### src/rtl/shiftreg_arbiter_pkg.sv
// ---------------------------------------------------------------------------
// shiftreg_arbiter_pkg
// Shared definitions for the 74hc595 driver arbiter:
//   - N_REQ_DEF : default number of requesters
//   - id_w_of() : requester index width derived from the requester count
//   - state_t   : arbiter FSM state encoding
// ---------------------------------------------------------------------------
package shiftreg_arbiter_pkg;

  localparam int N_REQ_DEF = 4;

  // Index width for a given requester count (clog2 of the count).
  function automatic int id_w_of(input int n);
    return $clog2(n);
  endfunction

  typedef enum logic [1:0] {
    ST_IDLE      = 2'd0,
    ST_ISSUE     = 2'd1,
    ST_WAIT_BUSY = 2'd2,
    ST_WAIT_DONE = 2'd3
  } state_t;

endpackage

### src/rtl/shiftreg_arb_pick.sv
// ---------------------------------------------------------------------------
// shiftreg_arb_pick
// Combinational winner selection. Searches the request vector starting at
// index ptr and wrapping at N_REQ-1 -> 0; the first set bit wins. With ptr
// tied to zero this degenerates to fixed lowest-index priority.
// Ports:
//   req    in  [N_REQ-1:0] eligible requests
//   ptr    in  [ID_W-1:0]  search start index
//   onehot out [N_REQ-1:0] one-hot winner (zero when no request)
//   idx    out [ID_W-1:0]  winner index (zero when no request)
//   any    out             at least one request present
// ---------------------------------------------------------------------------
module shiftreg_arb_pick #(
  parameter int N_REQ = 4,
  parameter int ID_W  = 2
) (
  input  logic [N_REQ-1:0] req,
  input  logic [ID_W-1:0]  ptr,
  output logic [N_REQ-1:0] onehot,
  output logic [ID_W-1:0]  idx,
  output logic             any
);

  always_comb begin
    int cand;
    cand   = 0;
    onehot = '0;
    idx    = '0;
    any    = 1'b0;
    for (int k = 0; k < N_REQ; k++) begin
      cand = (int'(ptr) + k) % N_REQ;
      if (!any && req[cand]) begin
        any          = 1'b1;
        onehot[cand] = 1'b1;
        idx          = ID_W'(cand);
      end
    end
  end

endmodule

### src/rtl/shiftreg_arbiter.sv
// ---------------------------------------------------------------------------
// shiftreg_arbiter
// Shares one 74hc595 shift-register driver between N_REQ requesters. One
// byte is outstanding at a time: IDLE picks a winner and latches its byte,
// ISSUE strobes the driver and grants, WAIT_BUSY waits for the driver to
// drop ready, WAIT_DONE waits for it to come back and reports completion.
//
// Build option: define SHIFTREG_ARB_RR_EN for round-robin arbitration
// (search starts after the last winner). Undefined: fixed priority, lowest
// index wins, and no pointer register exists.
//
// Ports:
//   i_clk      in   clock, rising edge
//   i_Reset    in   synchronous active-high reset
//   i_Req      in   [N_REQ-1:0]   request levels, held until granted
//   i_ReqData  in   [8*N_REQ-1:0] byte k at [8k+7:8k]
//   o_Grant    out  [N_REQ-1:0]   one-cycle one-hot grant (ISSUE)
//   o_Done     out  one-cycle completion pulse
//   o_DoneId   out  [ID_W-1:0]    requester index of the completed byte
//   o_Data     out  [7:0]         byte to the driver
//   o_Enable   out  one-cycle driver start strobe (ISSUE)
//   i_Ready    in   driver idle
//   o_Busy     out  high outside IDLE
// ---------------------------------------------------------------------------
module shiftreg_arbiter
  import shiftreg_arbiter_pkg::*;
#(
  parameter int N_REQ = N_REQ_DEF,
  parameter int ID_W  = id_w_of(N_REQ)
) (
  input  logic               i_clk,
  input  logic               i_Reset,
  input  logic [N_REQ-1:0]   i_Req,
  input  logic [8*N_REQ-1:0] i_ReqData,
  output logic [N_REQ-1:0]   o_Grant,
  output logic               o_Done,
  output logic [ID_W-1:0]    o_DoneId,
  output logic [7:0]         o_Data,
  output logic               o_Enable,
  input  logic               i_Ready,
  output logic               o_Busy
);

  state_t            state_reg, state_next;
  logic [N_REQ-1:0]  req_reg;
  logic [N_REQ-1:0]  eligible;
  logic [7:0]        data_reg;
  logic [N_REQ-1:0]  win_onehot_reg;
  logic [ID_W-1:0]   win_idx_reg;
  logic              done_reg;
  logic [ID_W-1:0]   done_id_reg;

  logic              start;
  logic              done_next;
  logic [N_REQ-1:0]  grant;
  logic              enable;
  logic              busy;

  logic [N_REQ-1:0]  pick_onehot;
  logic [ID_W-1:0]   pick_idx;
  logic              pick_any;
  logic [ID_W-1:0]   pick_ptr;

  logic [7:0]        req_byte [N_REQ];

  for (genvar gi = 0; gi < N_REQ; gi++) begin : g_bytes
    assign req_byte[gi] = i_ReqData[8*gi +: 8];
  end

  // A request must be seen on two consecutive edges before it can win.
  // This gives the fixed two-cycle request-to-strobe latency and means a
  // single-cycle request blip never produces a grant.
  assign eligible = i_Req & req_reg;

  shiftreg_arb_pick #(
    .N_REQ (N_REQ),
    .ID_W  (ID_W)
  ) u_pick (
    .req    (eligible),
    .ptr    (pick_ptr),
    .onehot (pick_onehot),
    .idx    (pick_idx),
    .any    (pick_any)
  );

`ifdef SHIFTREG_ARB_RR_EN
  // Pointer holds the index where the next search begins (one past the
  // last winner), so after reset index 0 is searched first.
  logic [ID_W-1:0] ptr_reg;

  always_ff @(posedge i_clk) begin
    if (i_Reset) begin
      ptr_reg <= '0;
    end else if (start) begin
      if (pick_idx == ID_W'(N_REQ - 1)) begin
        ptr_reg <= '0;
      end else begin
        ptr_reg <= pick_idx + ID_W'(1);
      end
    end
  end

  assign pick_ptr = ptr_reg;
`else
  assign pick_ptr = '0;
`endif

  always_ff @(posedge i_clk) begin
    if (i_Reset) begin
      state_reg      <= ST_IDLE;
      req_reg        <= '0;
      data_reg       <= '0;
      win_onehot_reg <= '0;
      win_idx_reg    <= '0;
      done_reg       <= 1'b0;
      done_id_reg    <= '0;
    end else begin
      state_reg <= state_next;
      req_reg   <= i_Req;
      done_reg  <= done_next;
      if (start) begin
        data_reg       <= req_byte[pick_idx];
        win_onehot_reg <= pick_onehot;
        win_idx_reg    <= pick_idx;
      end
      if (done_next) begin
        done_id_reg <= win_idx_reg;
      end
    end
  end

  always_comb begin
    state_next = state_reg;
    start      = 1'b0;
    done_next  = 1'b0;
    grant      = '0;
    enable     = 1'b0;
    busy       = 1'b1;
    case (state_reg)
      ST_IDLE: begin
        busy = 1'b0;
        // A driver that is still busy (i_Ready low) blocks arbitration.
        if (pick_any && i_Ready) begin
          start      = 1'b1;
          state_next = ST_ISSUE;
        end
      end
      ST_ISSUE: begin
        enable     = 1'b1;
        grant      = win_onehot_reg;
        state_next = ST_WAIT_BUSY;
      end
      ST_WAIT_BUSY: begin
        if (!i_Ready) begin
          state_next = ST_WAIT_DONE;
        end
      end
      ST_WAIT_DONE: begin
        if (i_Ready) begin
          done_next  = 1'b1;
          state_next = ST_IDLE;
        end
      end
      default: begin
        state_next = ST_IDLE;
      end
    endcase
  end

  assign o_Grant  = grant;
  assign o_Enable = enable;
  assign o_Busy   = busy;
  assign o_Data   = data_reg;
  assign o_Done   = done_reg;
  assign o_DoneId = done_id_reg;

endmodule

### config.mk
export PLATFORM = sky130hd
export DESIGN_NAME = shiftreg_arbiter
export DESIGN_NICKNAME = d
export VERILOG_FILES = /design/src/rtl/shiftreg_arbiter_pkg.sv /design/src/rtl/shiftreg_arb_pick.sv /design/src/rtl/shiftreg_arbiter.sv
export SDC_FILE = /design/constraint.sdc
export NUM_CORES = 1
export LEC_CHECK = 0
export ABC_AREA = 0
export CAP_MARGIN = 20
export CORE_UTILIZATION = 42
export DETAILED_ROUTE_END_ITERATION = 8
export PLACE_DENSITY_LB_ADDON = 0.1
export SETUP_SLACK_MARGIN = 0.02
export SLEW_MARGIN = 20
export SYNTH_ARGS = -nofsm -noshare
export SYNTH_HDL_FRONTEND = slang
export SYNTH_SLANG_ARGS = --single-unit
export TNS_END_PERCENT = 50
### constraint.sdc
create_clock -name i_clk -period 1.8 [get_ports i_clk]
set_clock_uncertainty 0.2 [all_clocks]
set_input_delay 0.36 -clock i_clk [delete_from_list [all_inputs] [get_ports i_clk]]
set_output_delay 0.36 -clock i_clk [all_outputs]
set_load 0.02 [all_outputs]
==> results.sh <==
export IMPL_gp_congestion=0.762
export IMPL_fmax_ghz=0.576
export IMPL_crit_required_ns=1.24
export IMPL_holdBufCountCts=0
export IMPL_slew_limit_headroom_pct=78.7
export IMPL_synthMuxAreaShare_pct=4.43
export IMPL_area_delta_synth_final_pct=59.3
export IMPL_critPathSlowestCell="dfxtp_2"
export IMPL_arrival_ns=1.18
export IMPL_wl_met3_um=140
export IMPL_slew_violations=0
export IMPL_die_x_um=58.8
export IMPL_rr_worst_depth=7
export IMPL_overflow=0
export IMPL_final_common_cell="clkdlybuf4s50_1"
export IMPL_startpoint_type="flop"
export IMPL_syn_area_mm2=0.00136
export IMPL_drt_initial_drc_count=51
export IMPL_drtPass1Iterations=4
export IMPL_die_area_mm2=0.00346
export IMPL_hold_violations=0
export IMPL_yosys_area_share_xor_xnor_pct=0
export IMPL_holdPathStages=2
export IMPL_largest_reg_flops=8
export IMPL_fin_area_mm2=0.00216
export IMPL_antenna_cells=0
export IMPL_whs_endpoint="o_DoneId[0]"
export IMPL_highest_layer="met4"
export IMPL_clk_pin_slew_ns=0.15
export IMPL_insertion_delay_ns=0.33
export IMPL_synth_cell_types=31
export IMPL_io_pins=56
export IMPL_route_detailed_drc=0
export IMPL_reg2reg_slack_ns=0.09
export IMPL_antenna_found_initial=0
export IMPL_synth_seq_cells=23
export IMPL_ctsLongestPathBuffers=2
export IMPL_row_count=20
export IMPL_vias_per_cell=5.19
export IMPL_path_depth=4
export IMPL_layout_drive_gt1_share_pct=29.0
export IMPL_status="finished clean"
export IMPL_synth_simple_area_share_pct=19.1
export IMPL_fin_nets=265
export IMPL_rsz0062_at_grt="yes"
export IMPL_synth_cells=149
export IMPL_cp_top_family="flip-flops"
export IMPL_tns_ns=0
export IMPL_io_buffer_count=55
export IMPL_synth_seq_area_share_pct=34.0
export IMPL_final_cell_mix="clkdlybuf4s50_1, dfxtp_1, buf_4"
export IMPL_cts_buffers=3
export IMPL_grt_pass1_vias=1380
export IMPL_grtUsageTotal_pct=24.0
export IMPL_min_period_over_period_pct=96.4
export IMPL_ir_drop_mv=0.483
export IMPL_synth_top_family_by_area="compound AO/OA/AOI/OAI gates"
export IMPL_post_dp_hpwl_mm=2.97
export IMPL_synth_compound_area_share_pct=33.4
export IMPL_placed_area_mm2=0.00209
export IMPL_power_density_mw_per_mm2=834
export IMPL_wl_met2_mm=1.96
export IMPL_grt_max_degree=16
export IMPL_maxCapViolCount=0
export IMPL_routedWlPerCell_um=14.8
export IMPL_cts_max_level=1
export IMPL_setup_slack_ns=0.0644
export IMPL_r2r_start="state_reg[0]"
export IMPL_cts_tree="done"
export IMPL_crit_buf_inv=2
export IMPL_grt_pass1_wl_mm=6.21
export IMPL_core_mm2=0.00305
export IMPL_critPathMaxStageDelay_ns=0.37
export IMPL_path_class="flop to output port"
export IMPL_worst_slew_pin_transition_ns=0.317
export IMPL_p_leak_uw=0.000943
export IMPL_die_h_um=58.8
export IMPL_drt_met1_wl_mm=1.77
export IMPL_hold_start="o_DoneId[0]"
export IMPL_ys_warn_count=0
export IMPL_initial_core_util_pct=44.4
export IMPL_critPathMaxFanout=5
export IMPL_synth_nets=192
export IMPL_ant_nets=0
export IMPL_crit_path_end_kind="output port"
export IMPL_min_path_type="flop to flop"
export IMPL_worstPathCellList="inv_2, ha_4, and2_4, buf_6"
export IMPL_synth_avg_cell_area_um2=9.09
export IMPL_setup_viol=0
export IMPL_routed_wl_mm=3.92
export IMPL_clock_sinks=23
export IMPL_nFillCells=261
export IMPL_r2r_end="state_reg[0]"
export IMPL_synthAdderAreaFrac_pct=3.69
export IMPL_num_vias=1375
export IMPL_root_buffer="clkbuf_4"
export IMPL_min_period_ns=1.74
export IMPL_dp_worst_setup_slack_ns=-0.463
[routing by layer]
metal / up-vias / GRT usage (%)
met5: - / 0
met4: 0 / 9.18
met3: 6 / 2.86
met2: 37 / 42.2
met1: 652 / 29.9
li1: 680 / -
[metrics by stage]
step	utilization (%)	hold slack [ns]	instances	total power [uW]
6_report	70.7	0.265	265	1800
5_1_grt	70.7	0.304	265	1920
4_1_cts	69.1	0.273	265	1750
3_5_place_dp	68.3	0.257	260	1480
3_3_place_gp	68.3	0.245	260	1450
2_1_floorplan	-	0.232	149	1090
[final cells by class]
cell class                 instances  area (um^2)  share of cell area, %
clock inverter                     1         5.00                  0.232
timing repair buffer              77          732                   33.9
multi-input combinational        113          863                   40.0
sequential                        23          465                   21.6
clock buffer                       3         22.5                   1.04
inverter                           4         15.0                  0.696
tap                               44         55.1                   2.55
[logic make-up after synthesis]
family                     after synthesis
and+or+nand+nor                         52
AOI/OAI and AO/OA                       51
DFF                                     23
buffers and inverters                   13
muxes                                    6
adders and majority gates                4
[cell usage after synthesis, drive strengths merged]
master,instances,area share (%)
a31oi,1,1.6
a21oi,3,1.4
nand3,10,3.7
nor2b,4,2.0
a22o,2,1.4
dfxtp,23,34
nand2b,2,0.92
mux2i,6,4.4
buf,8,4.0
a21o,16,8.9
o31ai,1,0.55
a211oi,2,1.5
a22oi,1,1.6
and2,8,3.7
nor2,19,6.2
nor3,1,0.37
a311oi,8,8.9
o211ai,8,4.4
ha,4,3.7
clkbuf,1,0.28
nand2,8,2.2
o21ai,9,3.3
inv,4,1.1
[worst register-to-register path, delay by kind of cell, from the launching register on]
family	cells	cell delay, ns
adders and majority gates	1	0.20
DFF	1	0.38
AOI/OAI and AO/OA	3	0.52
buffers and inverters	3	0.32
[what timing repair did]
action / in CTS / in global routing
setup endpoints to repair: 27 / 9
endpoints found under the hold margin: 0 / 0
resized for setup: 50 / 17
setup buffers: 1 / 0
pin swaps: 0 / 5
[worst max path at each step]
stage / start / endpoint
2_1_floorplan: state_reg[0] / state_reg[0]
3_3_place_gp: i_Req[0] / o_Data[1]
3_5_place_dp: i_Req[0] / o_Data[1]
4_1_cts: state_reg[0] / state_reg[0]
5_1_grt: state_reg[1] / o_Grant[3]
6_report: state_reg[1] / o_Grant[3]
[power by group]
| part | internal, uW | total (uW) | switching [uW] |
|---|---|---|---|
| clock network | 83.4 | 256 | 173 |
| registers | 585 | 634 | 49.2 |
| logic | 472 | 910 | 439 |
No activity file was read; power rests on OpenSTA's default activity.
